File: config.mk
export PLATFORM = sky130hd
export DESIGN_NAME = puf_resp_uart_tx
export DESIGN_NICKNAME = d
export VERILOG_FILES = /design/src/rtl/puf_resp_uart_tx_pkg.sv /design/src/rtl/puf_resp_uart_tx_baud_tick.sv /design/src/rtl/puf_resp_uart_tx.sv
export SDC_FILE = /design/constraint.sdc
export NUM_CORES = 1
export LEC_CHECK = 0
export BUFFER_PORTS_ARGS = -buffer_cell sky130_fd_sc_hd__buf_2
export CAP_MARGIN = 10
export CORE_ASPECT_RATIO = 0.6
export CORE_UTILIZATION = 60
export DETAILED_ROUTE_END_ITERATION = 6
export MAX_ROUTING_LAYER = met4
export PLACE_DENSITY = 0.85
export SLEW_MARGIN = 10
export SYNTH_ARGS = -nofsm -noshare
export SYNTH_HDL_FRONTEND = slang
export SYNTH_SLANG_ARGS = --single-unit
export TNS_END_PERCENT = 20
File: constraint.sdc
create_clock -name clk -period 8.9 [get_ports clk]
set_input_delay 0.89 -clock clk [delete_from_list [all_inputs] [get_ports clk]]
set_output_delay 0.89 -clock clk [all_outputs]
set_load 0.03 [all_outputs]
File: src/rtl/puf_resp_uart_tx_pkg.sv
// Shared definitions for the PUF UART path: FSM encodings, line idle level and
// default baud divisor, common to the response transmitter and the challenge receiver.
package puf_resp_uart_tx_pkg;

  localparam logic [2:0] ST_IDLE  = 3'd0;
  localparam logic [2:0] ST_START = 3'd1;
  localparam logic [2:0] ST_DATA  = 3'd2;
  localparam logic [2:0] ST_STOP  = 3'd3;
  localparam logic [2:0] ST_GAP   = 3'd4;

  localparam int   DEFAULT_CLKS_PER_BIT = 868;
  localparam logic UART_IDLE            = 1'b1;

  // Counter width able to hold 0..n-1, never narrower than one bit.
  function automatic int cnt_width(input int n);
    return (n > 1) ? $clog2(n) : 1;
  endfunction

endpackage

File: src/rtl/puf_resp_uart_tx_baud_tick.sv
// Baud-rate divider: counts 0..CLKS_PER_BIT-1 while run is high and flags the
// terminal count; held at zero while idle so bit timing aligns to the frame start.
module uart_baud_tick
  import puf_resp_uart_tx_pkg::*;
#(
  parameter int CLKS_PER_BIT = DEFAULT_CLKS_PER_BIT
) (
  input  logic clk,
  input  logic rst,
  input  logic run,
  output logic tick
);

  localparam int               CNT_W    = cnt_width(CLKS_PER_BIT);
  localparam logic [CNT_W-1:0] TERMINAL = CNT_W'(CLKS_PER_BIT - 1);

  logic [CNT_W-1:0] cnt_q, cnt_d;

  always_comb begin
    cnt_d = '0;
    if (run) begin
      cnt_d = (cnt_q == TERMINAL) ? '0 : cnt_q + 1'b1;
    end
  end

  always_ff @(posedge clk or posedge rst) begin
    if (rst) begin
      cnt_q <= '0;
    end else begin
      cnt_q <= cnt_d;
    end
  end

  assign tick = run && (cnt_q == TERMINAL);

endmodule

File: src/rtl/puf_resp_uart_tx.sv
// Sends one latched PUF response word as NBYTES 8N1 UART bytes, MS byte first,
// with optional idle-high gap bits between bytes and a done pulse after the last stop bit.
module puf_resp_uart_tx
  import puf_resp_uart_tx_pkg::*;
#(
  parameter int CLKS_PER_BIT = DEFAULT_CLKS_PER_BIT,
  parameter int NBYTES       = 16,
  parameter int GAP_BITS     = 0
) (
  input  logic                clk,
  input  logic                rst,
  input  logic                start,
  input  logic [8*NBYTES-1:0] data,
  output logic                tx_out,
  output logic                busy,
  output logic                done
);

  localparam int                W         = 8 * NBYTES;
  localparam int                BYTE_W    = cnt_width(NBYTES);
  localparam int                GAP_W     = cnt_width(GAP_BITS);
  localparam logic [BYTE_W-1:0] LAST_BYTE = BYTE_W'(NBYTES - 1);
  localparam logic [GAP_W-1:0]  LAST_GAP  = GAP_W'((GAP_BITS > 0) ? GAP_BITS - 1 : 0);
  localparam bit                HAS_GAP   = (GAP_BITS > 0);

  logic [2:0]        state_q, state_d;
  logic [W-1:0]      shift_q, shift_d;
  logic [BYTE_W-1:0] byte_idx_q, byte_idx_d;
  logic [2:0]        bit_idx_q, bit_idx_d;
  logic [GAP_W-1:0]  gap_cnt_q, gap_cnt_d;
  logic              tx_q, tx_d;
  logic              armed_q;
  logic              run, tick, last_byte;
  logic [7:0]        cur_byte;

  assign run       = (state_q != ST_IDLE);
  assign cur_byte  = shift_q[W-1 -: 8];
  assign last_byte = (byte_idx_q == LAST_BYTE);

  uart_baud_tick #(
    .CLKS_PER_BIT(CLKS_PER_BIT)
  ) u_baud (
    .clk (clk),
    .rst (rst),
    .run (run),
    .tick(tick)
  );

  // tx_d carries the line level of the state being entered, so the pin is a plain flop.
  always_comb begin
    state_d    = state_q;
    shift_d    = shift_q;
    byte_idx_d = byte_idx_q;
    bit_idx_d  = bit_idx_q;
    gap_cnt_d  = gap_cnt_q;
    tx_d       = tx_q;
    case (state_q)
      ST_IDLE: begin
        tx_d = UART_IDLE;
        if (start && armed_q) begin
          shift_d    = data;
          byte_idx_d = '0;
          bit_idx_d  = '0;
          gap_cnt_d  = '0;
          state_d    = ST_START;
          tx_d       = 1'b0;
        end
      end
      ST_START: begin
        if (tick) begin
          state_d   = ST_DATA;
          bit_idx_d = '0;
          tx_d      = cur_byte[0];
        end
      end
      ST_DATA: begin
        if (tick) begin
          if (bit_idx_q == 3'd7) begin
            state_d = ST_STOP;
            tx_d    = UART_IDLE;
          end else begin
            bit_idx_d = bit_idx_q + 3'd1;
            tx_d      = cur_byte[bit_idx_q + 3'd1];
          end
        end
      end
      ST_STOP: begin
        if (tick) begin
          if (last_byte) begin
            state_d = ST_IDLE;
          end else begin
            byte_idx_d = byte_idx_q + 1'b1;
            shift_d    = {shift_q[W-9:0], 8'h00};
            if (HAS_GAP) begin
              state_d   = ST_GAP;
              gap_cnt_d = '0;
            end else begin
              state_d = ST_START;
              tx_d    = 1'b0;
            end
          end
        end
      end
      ST_GAP: begin
        if (tick) begin
          if (gap_cnt_q == LAST_GAP) begin
            state_d = ST_START;
            tx_d    = 1'b0;
          end else begin
            gap_cnt_d = gap_cnt_q + 1'b1;
          end
        end
      end
      default: begin
        state_d = ST_IDLE;
        tx_d    = UART_IDLE;
      end
    endcase
  end

  // armed_q blocks an accept on the first edge after reset release.
  always_ff @(posedge clk or posedge rst) begin
    if (rst) begin
      state_q    <= ST_IDLE;
      shift_q    <= '0;
      byte_idx_q <= '0;
      bit_idx_q  <= '0;
      gap_cnt_q  <= '0;
      tx_q       <= UART_IDLE;
      armed_q    <= 1'b0;
    end else begin
      state_q    <= state_d;
      shift_q    <= shift_d;
      byte_idx_q <= byte_idx_d;
      bit_idx_q  <= bit_idx_d;
      gap_cnt_q  <= gap_cnt_d;
      tx_q       <= tx_d;
      armed_q    <= 1'b1;
    end
  end

  assign tx_out = tx_q;
  assign busy   = run;
  assign done   = (state_q == ST_STOP) && tick && last_byte;

endmodule

==> run_results.csv <==
group,metric,value,unit
routing,dr.pass1.iters,6,
layout,final_common_cell,"dfrtp_1",
layout,fin_area,8950,um2
layout,seq_area,3730,um2
timing,setup_slack,5.31,ns
timing,finalSetupViolCount,0,
layout,mostFrequentLayoutCells,"dfrtp_1 (148), buf_2 (133), nand2_1 (84)",
critical_path,required,9.22,ns
floorplanning,die-area,13200,um2
timing,hold_viol,0,
clocking,clk_pin_slew,0.06,ns
synth,synth_edf_count,0,
clocking,h-tree-depth,4,
timing,finalClockSkew,0.00988,ns
layout,drive_gt1_share,21.9,%
power,p_clk_share,51.8,%
power,seq_power_share,43.1,%
routing,num_vias,6937,
floorplanning,die_h,89.3,um
critical_path,worst-path-max-fanout,78,
synth,synth_area_leader_cell,"dfrtp_1",
global_route,grt_pass1_vias,6331,
clocking,cts_root_buf,"clkbuf_16",
placement,io_buffers,133,
layout,final_util,73.2,%
synth,syn_inst,798,
timing,tightest_slew,1.12,ns
floorplanning,start_util,62.4,%
synth,synth-seq-cells,149,
clocking,clock-sinks,149,
clocking,insertion_delay,0.43,ns
critical_path,rrSetupSlack,5.31,ns
synth,ys_top_cells_by_area,"dfrtp_1 (49%), a22oi_1 (6.8%), a2bb2oi_1 (5.1%)",
timing,finalSetupTns,0,ns
synth,yosysWarnings,0,
worst_hold_path,holdCritPathClass,"reg2reg",
layout,multi_input_area,3370,um2
timing,rsz0062_at_grt,"no",
global_route,grt_max_degree,118,
power,p_per_area,180,nW/um2
global_route,grt_pass1_wl,33100,um
power,power,1.61,mW
floorplanning,core-area,12200,um2
timing,finalCritPeriodShare,40.3,%
routing,drc,0,
placement,placed_area,8250,um2
critical_path,cp-end-kind,"flip-flop",
timing,fin_crit,3.59,ns
layout,area_delta_synth_final,17.4,%
timing,fin_worst_hold_slack,0.503,ns
synth,syn_nets,937,
floorplanning,rows,31,
power,combPwrFrac,5.1,%
synth,syn-cell-area,7620,um2
global_route,antenna_found_initial,0,
routing,routed_wl,20900,um
synth,ys_seq_area_share,48.9,%
routing,initialDrtViolationCount,960,
timing,report.final.slew_viol_count,0,
layout,finalNonFillerCells,1059,
synth,yosys.area.top_type_share,48.6,%
clocking,numCtsBuffers,17,
run,maxCapViolCount,0,
power,leakage,3.79,nW
placement,post-place-cells,1027,
power,p_sw,0.337,mW
timing,maxSlewHeadroom,25.4,%
layout,nets,1020,
placement,gp_congestion,0.875,
clocking,cts_tree,"done",
synth,postSynth.asyncResetShare,100,%
timing,timing.fmax,279,MHz
power,peakVddDrop,0.135,mV
power,p_sw_share,20.9,%
global_route,grt_usage,33.6,%
power,p_int,1.28,mW
clocking,hold_buffers,0,
placement,hpwl,13000,um
floorplanning,io_pins,134,
layout,nFillCells,863,
clocking,cts_setup_buffers,0,
routing,viasPerCell,6.55,
synth,avgSynthCellArea,9.55,um2
routing,ant_nets,0,
routing,post_drt_wl_per_cell,19.7,um
clocking,cts_buffer_depth,2,
floorplanning,die_w,147,um
layout,n_antenna_cell,0,
placement,pre_cts_ws,5.44,ns
critical_path,startpoint_type,"flip-flop",
critical_path,arrival,3.91,ns
clocking,cts-resized-gates,0,
global_route,grt_overflow_total,0,
synth,synthFlopType,"dfrtp_1",
synth,synth_cell_type_count,50,
critical_path,critPathKind,"reg2reg",
outcome,outcome,"finished, final reports clean",
-- layer usage --
layer / global-route usage [%] / vias to the layer above / wire length, um
met5: - / - / 0
met4: 9.47 / 0 / 257
met3: 5.56 / 30 / 1870
met2: 49.1 / 374 / 9640
met1: 48.7 / 3417 / 9130
li1: - / 3116 / -
-- flip-flops by register name, summed over array words and instances (netlist names) --
name          count
armed_q           1
bit_idx_q         3
byte_idx_q        4
shift_q         128
state_q           2
tx_out            1
u_baud.cnt_q     10
-- layout make-up --
class / instances / share of cell area, %
flip-flops and latches: 149 / 41.7
multi-input cells: 513 / 37.7
repair buffers: 141 / 8.11
clock buffers: 20 / 5.22
inverters: 59 / 2.53
clock inverters: 12 / 2.50
well taps: 165 / 2.31
-- kinds of logic (layout without fill, tap and decap cells) --
kind of cell               count (synthesis)  after routing  share of synthesized area [%]
DFF                                      149            149                           48.9
other                                      1              1                         0.0492
adders and majority gates                  8              8                           1.31
xor gates and xnor gates                   7              7                          0.805
muxes                                      7              7                           1.13
buffers and inverters                    136            232                           7.14
and+or+nand+nor                          221            221                           13.3
AOI/OAI and AO/OA                        269            269                           27.3
-- power groups by stage --
stage               combinational, mW  clock (mW)  sequential (mW)
finish                         0.0818       0.836            0.697
floorplan                      0.0384           0            0.707
detailed placement             0.0805           0            0.708
global route                   0.0908       0.865            0.697
global placement               0.0786           0            0.708
CTS                            0.0817       0.838            0.696
-- critical path, stage by stage (launching register included) --
cell and delay [ns]:
dfrtp_1 0.43, inv_1 0.13, ha_1 0.47, a21boi_1 0.67
or2_4 0.57, buf_4 0.76, a22oi_1 0.24, o221ai_1 0.14
-- path summary, 6_finish.rpt --
kind | from | end | cells past startpoint
max in group asynchronous | rst | bit_idx_q[2] | 3
min in group asynchronous | rst | shift_q[5] | 2
max reg2reg | state_q[0] | shift_q[107] | 7
min | u_baud.cnt_q[0] | u_baud.cnt_q[0] | 1
min reg2reg | u_baud.cnt_q[0] | u_baud.cnt_q[0] | 1
max | state_q[0] | shift_q[107] | 7
-- synthesized netlist by cell type (2+ instances only) --
cell and instances:
dfrtp_1 148, nand2_1 84, a22oi_1 69, clkbuf_1 66, nor2_1 63, inv_1 59
a31oi_1 53, a2bb2oi_1 44, nand3_1 41, o221ai_1 35, o211ai_1 25, o21ai_0 11
o211ai_2 10, o22a_1 9, ha_1 8, buf_2 6, nand4_1 6, and3_1 5
a21oi_1 4, xor2_1 4, and4_1 3, buf_6 3, mux2_2 3, mux2i_1 3
or3_1 3, xnor2_1 3, a21o_1 2, a221oi_1 2, and4bb_1 2, nand3b_1 2
nor2b_1 2, or4_1 2
No activity file was read; power rests on OpenSTA's default activity.
